$ cat config.mk
export PLATFORM = sky130hd
export DESIGN_NAME = ctrl_unit
export DESIGN_NICKNAME = d
export VERILOG_FILES = /design/src/rtl/ctrl_unit.sv
export SDC_FILE = /design/constraint.sdc
export NUM_CORES = 1
export LEC_CHECK = 0
export BUFFER_PORTS_ARGS = -buffer_cell sky130_fd_sc_hd__buf_4
export CORE_MARGIN = 2
export CORE_UTILIZATION = 50
export CTS_BUF_LIST = sky130_fd_sc_hd__clkbuf_8
export DETAILED_ROUTE_END_ITERATION = 12
export PLACE_DENSITY = 0.86
export SLEW_MARGIN = 0
export SYNTH_ARGS = -nofsm -noshare
export SYNTH_HDL_FRONTEND = slang
export SYNTH_SLANG_ARGS = --single-unit
export TNS_END_PERCENT = 5
$ cat constraint.sdc
create_clock -name clk -period 3.39 [get_ports clk]
set_input_delay 0.339 -clock clk [delete_from_list [all_inputs] [get_ports clk]]
set_output_delay 0.339 -clock clk [all_outputs]
set_load 0.01 [all_outputs]
$ cat src/rtl/ctrl_unit.sv
// Multi-cycle fetch/decode/execute controller for the 16-bit CPU: drives the ALU op,
// register-file selects and PC sequencing. Optional macro ILLEGAL_TRAP_EN halts on illegal opcodes.
module ctrl_unit #(
  parameter logic [15:0] RESET_PC = 16'h0000,
  parameter int          XLEN     = 16
) (
  input  logic            clk,
  input  logic            rst,
  output logic [XLEN-1:0] imem_addr,
  output logic            imem_req,
  input  logic            imem_ack,
  input  logic [XLEN-1:0] imem_data,
  output logic [3:0]      rf_ra,
  output logic [3:0]      rf_rb,
  output logic [3:0]      rf_wa,
  output logic            rf_we,
  output logic            rf_wsel,
  output logic [XLEN-1:0] imm,
  output logic [2:0]      alu_op,
  input  logic            alu_fN,
  input  logic            alu_fZ,
  input  logic            alu_fC,
  input  logic            alu_fP,
  output logic [3:0]      flags,
  output logic            halted,
  output logic            illegal
);

  typedef enum logic [2:0] {
    S_IDLE,
    S_FETCH,
    S_DECODE,
    S_EXEC,
    S_HALT
  } state_e;

  typedef enum logic [2:0] {
    C_ALU,
    C_BRC,
    C_LDI,
    C_HLT,
    C_ILL
  } iclass_e;

  state_e          state_q;
  logic [XLEN-1:0] pc_q;
  logic [XLEN-1:0] ir_q;
  logic [3:0]      flags_q;
  logic            halted_q;
  logic            illegal_q;
  logic            rf_we_q;
  logic            rf_wsel_q;
  logic [3:0]      rf_ra_q;
  logic [3:0]      rf_rb_q;
  logic [3:0]      rf_wa_q;
  logic [2:0]      alu_op_q;
  logic [XLEN-1:0] imm_q;

  iclass_e         iclass;
  logic            br_taken;
  logic            enter_halt;
  logic [XLEN-1:0] pc_inc;
  logic [XLEN-1:0] br_off;
  logic [XLEN-1:0] pc_d;

  // Instruction class and the PC an EXEC of the held IR would produce.
  // NOTE: every always_comb output gets a default first so no path can infer a latch.
  always_comb begin
    iclass     = C_ILL;
    br_taken   = 1'b0;
    enter_halt = 1'b0;
    pc_inc     = pc_q + 16'd1;
    br_off     = {{8{ir_q[7]}}, ir_q[7:0]};
    pc_d       = pc_inc;

    if (!ir_q[15]) begin
      iclass = C_ALU;
    end else begin
      case (ir_q[14:12])
        3'b000:  iclass = C_BRC;
        3'b001:  iclass = C_LDI;
        3'b111:  iclass = C_HLT;
        default: iclass = C_ILL;
      endcase
    end

    // An empty mask means "always"; otherwise any selected latched flag takes it.
    br_taken = (ir_q[11:8] == 4'b0000) || ((ir_q[11:8] & flags_q) != 4'b0000);

    case (iclass)
      C_BRC: pc_d = br_taken ? (pc_inc + br_off) : pc_inc;
      C_HLT: begin
        pc_d       = pc_q;
        enter_halt = 1'b1;
      end
      C_ILL: begin
`ifdef ILLEGAL_TRAP_EN
        pc_d       = pc_q;
        enter_halt = 1'b1;
`else
        pc_d       = pc_inc;
`endif
      end
      default: pc_d = pc_inc;
    endcase
  end

  // NOTE: sequential state uses non-blocking assignments so every register samples pre-edge values.
  always_ff @(posedge clk) begin
    if (rst) begin
      state_q   <= S_IDLE;
      pc_q      <= RESET_PC;
      ir_q      <= '0;
      flags_q   <= 4'b0000;
      halted_q  <= 1'b0;
      illegal_q <= 1'b0;
      rf_we_q   <= 1'b0;
      rf_wsel_q <= 1'b0;
      rf_ra_q   <= 4'h0;
      rf_rb_q   <= 4'h0;
      rf_wa_q   <= 4'h0;
      alu_op_q  <= 3'b000;
      imm_q     <= '0;
    end else begin
      case (state_q)
        S_IDLE: state_q <= S_FETCH;

        // Operand selects are captured with the IR so they are stable from DECODE on.
        S_FETCH: begin
          if (imem_ack) begin
            ir_q     <= imem_data;
            rf_ra_q  <= imem_data[7:4];
            rf_rb_q  <= imem_data[3:0];
            alu_op_q <= imem_data[14:12];
            imm_q    <= {8'h00, imem_data[7:0]};
            state_q  <= S_DECODE;
          end
        end

        // Write controls are set up here so the strobe is high for exactly the EXEC cycle.
        S_DECODE: begin
          rf_we_q   <= (iclass == C_ALU) || (iclass == C_LDI);
          rf_wsel_q <= (iclass == C_LDI);
          rf_wa_q   <= ir_q[11:8];
          state_q   <= S_EXEC;
        end

        S_EXEC: begin
          rf_we_q <= 1'b0;
          pc_q    <= pc_d;
          if (iclass == C_ALU) begin
            flags_q <= {alu_fN, alu_fZ, alu_fC, alu_fP};
          end
          if (iclass == C_ILL) begin
            illegal_q <= 1'b1;
          end
          if (enter_halt) begin
            halted_q <= 1'b1;
            state_q  <= S_HALT;
          end else begin
            state_q  <= S_FETCH;
          end
        end

        S_HALT: state_q <= S_HALT;

        default: state_q <= S_IDLE;
      endcase
    end
  end

  assign imem_addr = pc_q;
  assign imem_req  = (state_q == S_FETCH);
  // A reset arriving during EXEC must suppress the pending write in that same cycle.
  assign rf_we     = rf_we_q & ~rst;
  assign rf_wsel   = rf_wsel_q;
  assign rf_ra     = rf_ra_q;
  assign rf_rb     = rf_rb_q;
  assign rf_wa     = rf_wa_q;
  assign alu_op    = alu_op_q;
  assign imm       = imm_q;
  assign flags     = flags_q;
  assign halted    = halted_q;
  assign illegal   = illegal_q;

endmodule

# Word level (Yosys, flattened, before mapping)
# Index checks and enable logic that the tools add are counted.
# totals
input_bits	23
out_inout_bits	56
reg_bits	66
wordCells	52
# classes
reduce_logical	13
eq_ne	11
addsub	2
mux	9
bitwise	4
# ops
op	n
16-bit one-hot mux with 2 select lines	1
16-bit by 1-bit adder with 16-bit output, second input constant	1
16-bit adder	1
16-bit two-way mux	1
3-bit one-hot mux with 5 select lines	1
3-bit by 2-bit == test with 1-bit output, second input constant	4
2-bit AND reduction	5
3-bit by 1-bit == test with 1-bit output, second input constant	3
3-bit == test, second input constant	3
3-bit zero test	3
3-bit two-way mux	3
3-bit one-hot mux with 3 select lines	1
4-bit AND	1
4-bit zero test	1
4-bit nonzero test	1
1-bit logical OR	2
2-bit by 1-bit != test with 1-bit output, second input constant	1
1-bit NOT	2
1-bit one-hot mux with 2 select lines	1
2-bit nonzero test	1
1-bit AND	1
1-bit two-way mux	1

# Depth between registers and ports, before layout
# Gate-level depths: netlist of run 1.
# depth
ltp_word	7
depth_mapped	14
depth_no_buf	14

# Worst setup path after synthesis of run 1
# OpenSTA, ideal clock, no wires.
# synth_path
path_kind	register -> register
startpoint	register pc_q[1] (netlist: imem_addr[1])
endpoint	register pc_q[15] (netlist: imem_addr[15])
path_slack_ns	-0.255
stages_incl_launch_ff	15
setup_time_ns	0.123
arrival_time_ns	3.522
synth_period_minus_slack_ns	3.645
path_buffers	1
path_cell_list	dfxtp_1 -> ha_1 -> nand3_2 -> or3_1 -> nor2_1 -> xnor2_1 -> ha_1 -> buf_6 -> a21o_1 -> a21o_1 -> a211oi_2 -> nand2_2 -> mux2_4 -> nor4b_2 -> mux2_1
# synth_between
elab_chain_len	4
# synth_rtl
element	line_no	text
start, declared	46	logic [XLEN-1:0] pc_q;
start signal, assigned	150	pc_q <= pc_d;
16-bit by 1-bit adder with 16-bit output *	72	pc_inc = pc_q + 16'd1;
16-bit adder	91	C_BRC: pc_d = br_taken ? (pc_inc + br_off) : pc_inc;
16-bit two-way mux	91	
16-bit one-hot mux with 2 select lines *	90	case (iclass)
# Every way passes the cells marked *; elsewhere a longest branch is shown, timed or not.
# A chain may end at the register's enable or synchronous reset.

# Worst setup path after layout of run 1
# Ends and elaborated chain as after synthesis.

==> results of run 1 <==
[cells in the mapped netlist (7+ instances only)]
cell type and instances:
a21oi_1 46, buf_4 27, clkbuf_1 13, dfxtp_1 47, ha_1 20, nand2_1 66
nor2_1 41, nor3_1 7, o21ai_0 19, xnor2_1 16, xor2_1 8
[power groups by stage]
stage	Clock (uW)	Combinational, uW	Sequential [uW]
2_1_floorplan	0	123	598
3_3_place_gp	0	168	599
3_5_place_dp	0	172	600
4_1_cts	431	174	588
5_1_grt	456	196	590
6_report	432	180	587
[through the flow]
step                       util  std cells  total power [uW]  hold slack [ps]
after floorplan               -        423               720              452
after global placement    0.598        545               767              457
after detailed placement  0.598        545               773              459
after CTS                 0.616        553              1190              272
after global routing      0.631        559              1240              272
final                     0.631        559              1200              274
[final cells by class]
cell class / count / area [sq um]
Tap cell: 77 / 96.3
Fill cell: 540 / 2330
Multi-Input combinational cell: 325 / 2080
Inverter: 6 / 22.5
Sequential cell: 47 / 951
Clock inverter: 3 / 43.8
Clock buffer: 5 / 68.8
Timing Repair Buffer: 96 / 721
[routing by layer]
layer | share of wire | track usage
met5 | 0 | 0
met4 | 0.037 | 0.102
met3 | 0.073 | 0.0433
met2 | 0.49 | 0.390
met1 | 0.40 | 0.288
[state kept, by name, indices dropped and copies added (netlist names)]
signal     count
flags          4
halted         1
illegal        1
imem_addr     16
ir_q          16
rf_wa          4
rf_we_q        1
rf_wsel        1
state_q        3
[worst register-to-register path: stages, from the launching register on]
cell and delay [ps]:
dfxtp_4 390, ha_4 150, nand3_2 80, or3_4 390
nor2_4 160, xnor2_2 80, ha_1 340, a21o_1 210
a21o_1 190, a211oi_2 270, nand2_2 110, mux2_4 320
nor4b_4 230, mux2_4 320
[final timing paths]
kind	cells past startpoint	endpoint
worst max-delay path	13	imem_addr[15]
worst min register to register	2	illegal
worst min-delay path	3	ir_q[7]
worst max register to register	13	imem_addr[15]
[kinds of logic (layout without fill, tap and decap cells)]
family	Yosys count	count (layout)
xor+xnor	24	24
other cells	1	8
flops	47	47
fa+ha+maj	21	21
compound gates	112	112
buf+inv	51	110
mux	8	8
simple gates	152	152
[timing repair]
item / in CTS / in global routing
endpoints found under the setup margin: 0 / 1
resized for setup: 0 / 11
setup buffers: 0 / 6
==> results_dict.tcl, run 1 <==
set metrics [dict create \
    final_common_cell "buf_4" \
    die_y_microns 84.4 \
    slowest_stage "dfxtp_4" \
    root_buffer "clkbuf_8" \
    portBuffers 70 \
    clock_skew_ps 9.98 \
    r2r_slack_ps 60 \
    vias_per_cell 5.89 \
    critical_path_buf_inv_count 0 \
    netlist.area_leader.share 0.291 \
    yosysTopAreaCell "dfxtp_1" \
    crit_fanout 5 \
    fin_area_sq_um 3980 \
    grt_max_degree 48 \
    synthAdderAreaFrac 0.0836 \
    critPathTopFamily "simple AND/OR/NAND/NOR gates" \
    cts_buffer_depth 2 \
    drt_iter0_drc 188 \
    setup_viol 0 \
    final.setup.tns_ps 0 \
    async_flop_share 0 \
    synthToLayoutAreaGrowth_pct 23.1 \
    ant_nets 0 \
    slowest_delay_ps 390 \
    first_global_vias 3031 \
    grt_pass1_wl_microns 13800 \
    synth.ff_latch_count 47 \
    synth_top_family_by_area "compound AO/OA/AOI/OAI gates" \
    synthSimpleGateAreaFrac 0.218 \
    muxShareOfSynthArea 0.0271 \
    initial_core_util 0.512 \
    rsz0062_at_grt "true" \
    overflow 0 \
    fmax_mhz 300 \
    critPathArrivalTime_ps 3540 \
    drc 0 \
    cp-startpoint "imem_addr[1]" \
    drv_cap 0 \
    hold_class "input pin to flip-flop" \
    p_comb_frac 0.150 \
    yosys-top-cells-area "dfxtp_1 (29%), ha_1 (7.7%), nand2_1 (7.7%), a21oi_1 (7.1%), buf_4 (6.3%)" \
    layout-drive-gt1-share 0.276 \
    leakagePower_uw 0.00174 \
    worstMarginPinSlew_ps 1050 \
    status "finished clean" \
    netlist_area_sq_um 3230 \
    grt_use_total 0.231 \
    final_cell_mix "buf_4 (96), nand2_1 (66), a21oi_1 (45)" \
    p_seq_frac 0.490 \
    die_x_microns 84.4 \
    powerDensity_nw_per_um2 301 \
    holdBufCountCts 0 \
    crit_path_start_kind "flip-flop" \
    worstPathRequired_ps 3590 \
    ys_types 62 \
    num_rows 29 \
    gp_congestion 0.952 \
    num_vias 3294 \
    layout_min_cycle_time_ps 3330 \
    diodes 0 \
    netSwitchingFraction 0.277 \
    layout_setup_ws_ps 57.0 \
    dieArea_sq_um 7130 \
    post-route-period-util 0.983 \
    cts.sinks 47 \
    dp_hpwl_microns 6150 \
    synth_edf_count 0 \
    r2r_start "imem_addr[1]" \
    cts_tree "built" \
    core-area_sq_um 6310 \
    hold_viol_final 0 \
    ys_warn_count 0 \
    ios 79 \
    ys_seq_area_frac 0.291 \
    drt-total-wl_microns 8840 \
    post_dp_cell_area_sq_um 3780 \
    synth-compound-area-share 0.220 \
    irDropWorstVdd_uv 268 \
    drt_first_pass_iters 5 \
    synthCells 416 \
    cts_buffers 5 \
    intPower_uw 867 \
    hp-start "imem_data[7]" \
    synthFlopType "dfxtp_1" \
    cts-htree-levels 2 \
    detailedPlace.worstSlack_ps 2.15 \
    antenna_found_initial 0 \
    syn_area_per_cell_sq_um 7.77 \
    wire_per_inst_microns 15.8 \
    synth_xor_area_frac 0.0650 \
    path_cells "ha_4, nand3_2, or3_4, nor2_4, xnor2_2, ha_1, a21o_1, a21o_1, a211oi_2, nand2_2, mux2_4, nor4b_4, mux2_4" \
    slew-limit-headroom 0.291 \
    switchingPower_uw 332 \
    slew_violations 0 \
    clock_latency_ps 300 \
    criticalPathCategory "flip-flop to flip-flop" \
    layout.nets 525 \
    endpoint_kind "flip-flop" \
    p_clk_frac 0.360 \
    clkTransAtPathRegs_ps 100 \
]
Note: power is estimated with default switching activity, not from simulation.
==> run 2, diff against run 1 <==
- GPL_TIMING_DRIVEN: default -> 0
==> results_dict.tcl, run 2 (synthesis results as in run 1) <==
set metrics [dict create \
    status "finished clean" \
    final_core_util 0.681 \
    grt_pass1_wl_microns 14500 \
    fin_cells 597 \
    core-area_sq_um 6310 \
    post-route-period-util 0.994 \
    grt_use_total 0.248 \
    cts_tree "built" \
    diodes 0 \
    leakagePower_uw 0.00191 \
    clock_latency_ps 310 \
    irDropWorstVdd_uv 254 \
    fill_cells 515 \
    slew-limit-headroom 0.299 \
    hp-start "imem_data[4]" \
    drt_iter0_drc 307 \
    r2r_start "imem_addr[8]" \
    critical_path_buf_inv_count 1 \
    vias_per_cell 5.79 \
    synthToLayoutAreaGrowth_pct 32.9 \
    ant_nets 0 \
    cts_buffers 5 \
    setup_viol 0 \
    die_x_microns 84.4 \
    wire_per_inst_microns 16.0 \
    holdBufCountCts 0 \
    crit_path_start_kind "flip-flop" \
    critPathTopFamily "simple AND/OR/NAND/NOR gates" \
    final.setup.tns_ps 0 \
    multi_input_area_sq_um 2170 \
    min_to "ir_q[4]" \
    layout.nets 563 \
    layout_min_cycle_time_ps 3370 \
    overflow 0 \
    num_rows 29 \
    drt_first_pass_iters 5 \
    drc 0 \
    root_buffer "clkbuf_8" \
    r2r_slack_ps 20 \
    drv_cap 0 \
    criticalPathCategory "flip-flop to flip-flop" \
    cts-htree-levels 2 \
    slowest_stage "dfxtp_1" \
    finalHoldWorstSlack_ps 273 \
    hold_class "input pin to flip-flop" \
    portBuffers 70 \
    grt_max_degree 19 \
    powerDensity_nw_per_um2 266 \
    crit_fanout 8 \
    seqCellArea_sq_um 963 \
    fin_area_sq_um 4300 \
    fmax_mhz 297 \
    hold_viol_final 0 \
    antenna_found_initial 0 \
    worstPathRequired_ps 3600 \
    dieArea_sq_um 7130 \
    gp_congestion 0.898 \
    ios 79 \
    r2r-end "imem_addr[15]" \
    reg2regPathDepth 11 \
    die_y_microns 84.4 \
    cpMostUsedCell "mux2_4" \
    clkTransAtPathRegs_ps 100 \
    initial_core_util 0.512 \
    path_cells "nand4_1, buf_4, nor4_4, xor2_2, ha_1, a21o_1, a211oi_2, nand2_2, mux2_4, nor4b_4, mux2_4" \
    final_cell_mix "buf_4 (116), nand2_1 (65), a21oi_1 (44)" \
    post_dp_cell_area_sq_um 3910 \
    slew_violations 0 \
    rsz0062_at_grt "true" \
    clock_skew_ps 8.99 \
    cts.sinks 47 \
    dpl.cell_count 570 \
    drt-total-wl_microns 9570 \
    layout-drive-gt1-share 0.333 \
    cts_buffer_depth 2 \
    num_vias 3457 \
    endpoint_kind "flip-flop" \
    critPathArrivalTime_ps 3580 \
    slowest_delay_ps 530 \
    hold_depth 3 \
    final_common_cell "buf_4" \
    first_global_vias 3162 \
    worstMarginPinSlew_ps 1040 \
    dp_hpwl_microns 6600 \
]
-- run 2: cell count changes in the layout (fill, tap and decap cells not counted), sizes merged --
| cell | delta |
|---|---|
| buf | +25 |
| bufinv | -1 |
| clkinv | -1 |
| clkbuf | +13 |
| clkinvlp | +2 |
-- run 2: layout make-up --
cell class	count	share of cell area
Sequential cell	47	0.224
Buffer	45	0.0672
Tap cell	77	0.0224
Multi-Input combinational cell	325	0.505
Clock buffer	5	0.0160
Inverter	6	0.00524
Timing Repair Buffer	89	0.155
Clock inverter	3	0.00466
-- run 2: timing repair --
action	4_1_cts	5_1_grt
resized for setup	11	22
setup buffers	11	8
endpoints found under the setup margin	1	1
pin swaps	10	15
gates cloned	0	0
-- run 2: per-stage QoR --
stage,power (uW),setup WS (ps)
floorplan,720,41.0
global placement,789,-203
detailed placement,796,-284
CTS,1130,1.05
global route,1190,-103
finish,1140,21.4
-- run 2: worst max-delay path by stage --
| stage | start | end | slack, ps | cells after the start |
|---|---|---|---|---|
| final | imem_addr[8] | imem_addr[15] | 20 | 11 |
| after global routing | imem_addr[8] | imem_addr[15] | -100 | 11 |
| after CTS | imem_addr[3] | imem_addr[15] | 1 | 12 |
| after detailed placement | imem_addr[0] | imem_addr[15] | -280 | 14 |
| after global placement | imem_addr[0] | imem_addr[15] | -200 | 14 |
| after floorplan | imem_addr[0] | imem_addr[15] | 40 | 14 |
-- run 2: worst min-delay path: stages --
cell	delay (ps)
buf_4	110
nand2_1	50
a21oi_1	50
-- run 2: power breakdown --
part	total, uW	switching, uW	internal [uW]
combinational	206	106	100
clock	348	205	144
sequential	587	23.2	564
-- run 2: metal layers --
| layer | part of all wire | vias to the layer above | track usage |
|---|---|---|---|
| met5 | 0 | - | 0 |
| met4 | 0.041 | 0 | 0.0895 |
| met3 | 0.070 | 51 | 0.0433 |
| met2 | 0.49 | 190 | 0.442 |
| met1 | 0.40 | 1576 | 0.300 |
| li1 | - | 1640 | - |
==> run 3, diff against run 2 <==
- SETUP_SLACK_MARGIN: default -> 0.15
==> results_dict.tcl, run 3 (synthesis results as in run 1) <==
set metrics [dict create \
    final_common_cell "buf_4" \
    fin_cells 597 \
    clkTransAtPathRegs_ps 90 \
    vias_per_cell 5.88 \
    die_y_microns 84.4 \
    r2r_start "imem_addr[1]" \
    worstMarginPinSlew_ps 1090 \
    num_vias 3513 \
    multi_input_area_sq_um 2120 \
    clock_latency_ps 310 \
    hp-start "imem_data[5]" \
    reg2regPathDepth 14 \
    gp_congestion 0.942 \
    ant_nets 0 \
    cts_buffer_depth 2 \
    leakagePower_uw 0.00189 \
    layout_min_cycle_time_ps 3430 \
    core-area_sq_um 6310 \
    crit_path_start_kind "flip-flop" \
    antenna_found_initial 0 \
    cts-htree-levels 2 \
    post-route-period-util 1.01 \
    ios 79 \
    hold_viol_final 0 \
    rsz0062_at_grt "true" \
    grt_use_total 0.252 \
    hold_class "input pin to flip-flop" \
    min_to "ir_q[5]" \
    netSwitchingFraction 0.289 \
    violations "negative setup slack" \
    switchingPower_uw 329 \
    dp_hpwl_microns 6510 \
    root_buffer "clkbuf_8" \
    slowest_stage "dfxtp_4" \
    endpoint_kind "flip-flop" \
    wire_per_inst_microns 15.6 \
    critical_path_buf_inv_count 1 \
    detailedPlace.worstSlack_ps -244 \
    first_global_vias 3150 \
    intPower_uw 809 \
    hold_depth 3 \
    grt_pass1_wl_microns 14900 \
    irDropWorstVdd_uv 289 \
    drv_cap 0 \
    layout.nets 563 \
    slew_violations 0 \
    fmax_mhz 291 \
    initial_core_util 0.512 \
    crit_fanout 4 \
    slew-limit-headroom 0.265 \
    p_seq_frac 0.516 \
    r2r_slack_ps -40 \
    critPathTopFamily "simple AND/OR/NAND/NOR gates" \
    drc 0 \
    synthToLayoutAreaGrowth_pct 31.3 \
    die_x_microns 84.4 \
    drt-total-wl_microns 9340 \
    grt_max_degree 19 \
    powerDensity_nw_per_um2 268 \
    fill_cells 526 \
    criticalPathCategory "flip-flop to flip-flop" \
    num_rows 29 \
    portBuffers 70 \
    status "finished, violations left" \
    slowest_delay_ps 370 \
    critPathArrivalTime_ps 3640 \
    p_clk_frac 0.303 \
    final_cell_mix "buf_4 (116), nand2_1 (65), a21oi_1 (46)" \
    cts_tree "built" \
    holdBufCountCts 0 \
    cts_buffers 5 \
    cts.sinks 47 \
    path_depth 14 \
    post_dp_cell_area_sq_um 3930 \
    path_cells "ha_4, nand3_4, or3_4, nor2_4, xnor2_2, ha_1, buf_6, a21o_1, a21o_1, a211oi_2, nand2_2, mux2_4, nor4b_4, mux2_4" \
    layout_setup_ws_ps -43.5 \
    r2r-end "imem_addr[15]" \
    drt_iter0_drc 356 \
    clock_skew_ps 8.40 \
    setup_viol 1 \
    final.setup.tns_ps -43.5 \
    diodes 0 \
    seqCellArea_sq_um 963 \
    drt_first_pass_iters 8 \
    dpl.cell_count 570 \
    worstPathRequired_ps 3600 \
    p_comb_frac 0.180 \
    layout-drive-gt1-share 0.321 \
    dieArea_sq_um 7130 \
    fin_area_sq_um 4250 \
    overflow 0 \
]
[run 3: cell types whose count changed in the layout (fill, tap and decap cells not counted), sizes merged]
cell / before / now
clkinvlp: 2 / 1
inv: 6 / 7
[run 3: layout make-up]
| cell class | instances | share of cell area |
|---|---|---|
| multi-input combinational | 325 | 0.499 |
| sequential | 47 | 0.227 |
| timing repair buffer | 89 | 0.157 |
| buffer | 45 | 0.0681 |
| tap | 77 | 0.0227 |
| clock buffer | 5 | 0.0162 |
| inverter | 6 | 0.00531 |
| clock inverter | 3 | 0.00442 |
[run 3: worst max path at each step]
stage / startpoint / to / slack (ps)
after global placement: imem_addr[3] / imem_addr[15] / -120
final: imem_addr[1] / imem_addr[15] / -40
after floorplan: imem_addr[1] / imem_addr[15] / 120
after detailed placement: imem_addr[1] / imem_addr[15] / -240
after global routing: imem_addr[6] / imem_addr[15] / -140
after CTS: imem_addr[0] / imem_addr[15] / -70
[run 3: per-stage QoR]
| step | power, uW | utilization | hold slack (ps) |
|---|---|---|---|
| after floorplan | 720 | - | 452 |
| after global placement | 789 | 0.622 | 455 |
| after detailed placement | 795 | 0.622 | 468 |
| after CTS | 1130 | 0.661 | 274 |
| after global routing | 1190 | 0.672 | 274 |
| final | 1140 | 0.672 | 272 |
[run 3: repair_timing]
item,CTS,global route
setup buffers,16,3
pin swaps,13,11
gates resized for setup,10,14
endpoints found under the setup margin,1,1
cloned,0,0
[run 3: metal layers]
metal | share of wire | up-vias | GRT usage
met2 | 0.49 | 206 | 0.439
met1 | 0.39 | 1618 | 0.315
met5 | 0 | - | 0
met3 | 0.080 | 56 | 0.0462
met4 | 0.039 | 0 | 0.0794
li1 | - | 1633 | -
[run 3: power by group through the flow]
stage	Combinational, uW	Sequential [uW]	Clock (uW)
after floorplan	123	598	0
final	205	587	345
after global routing	224	590	373
after CTS	200	588	346
after global placement	189	601	0
after detailed placement	194	602	0
[run 3: tightest hold or removal path: stages]
cell     delay, ps
buf_4          110
nand2_1         40
a21oi_1         50
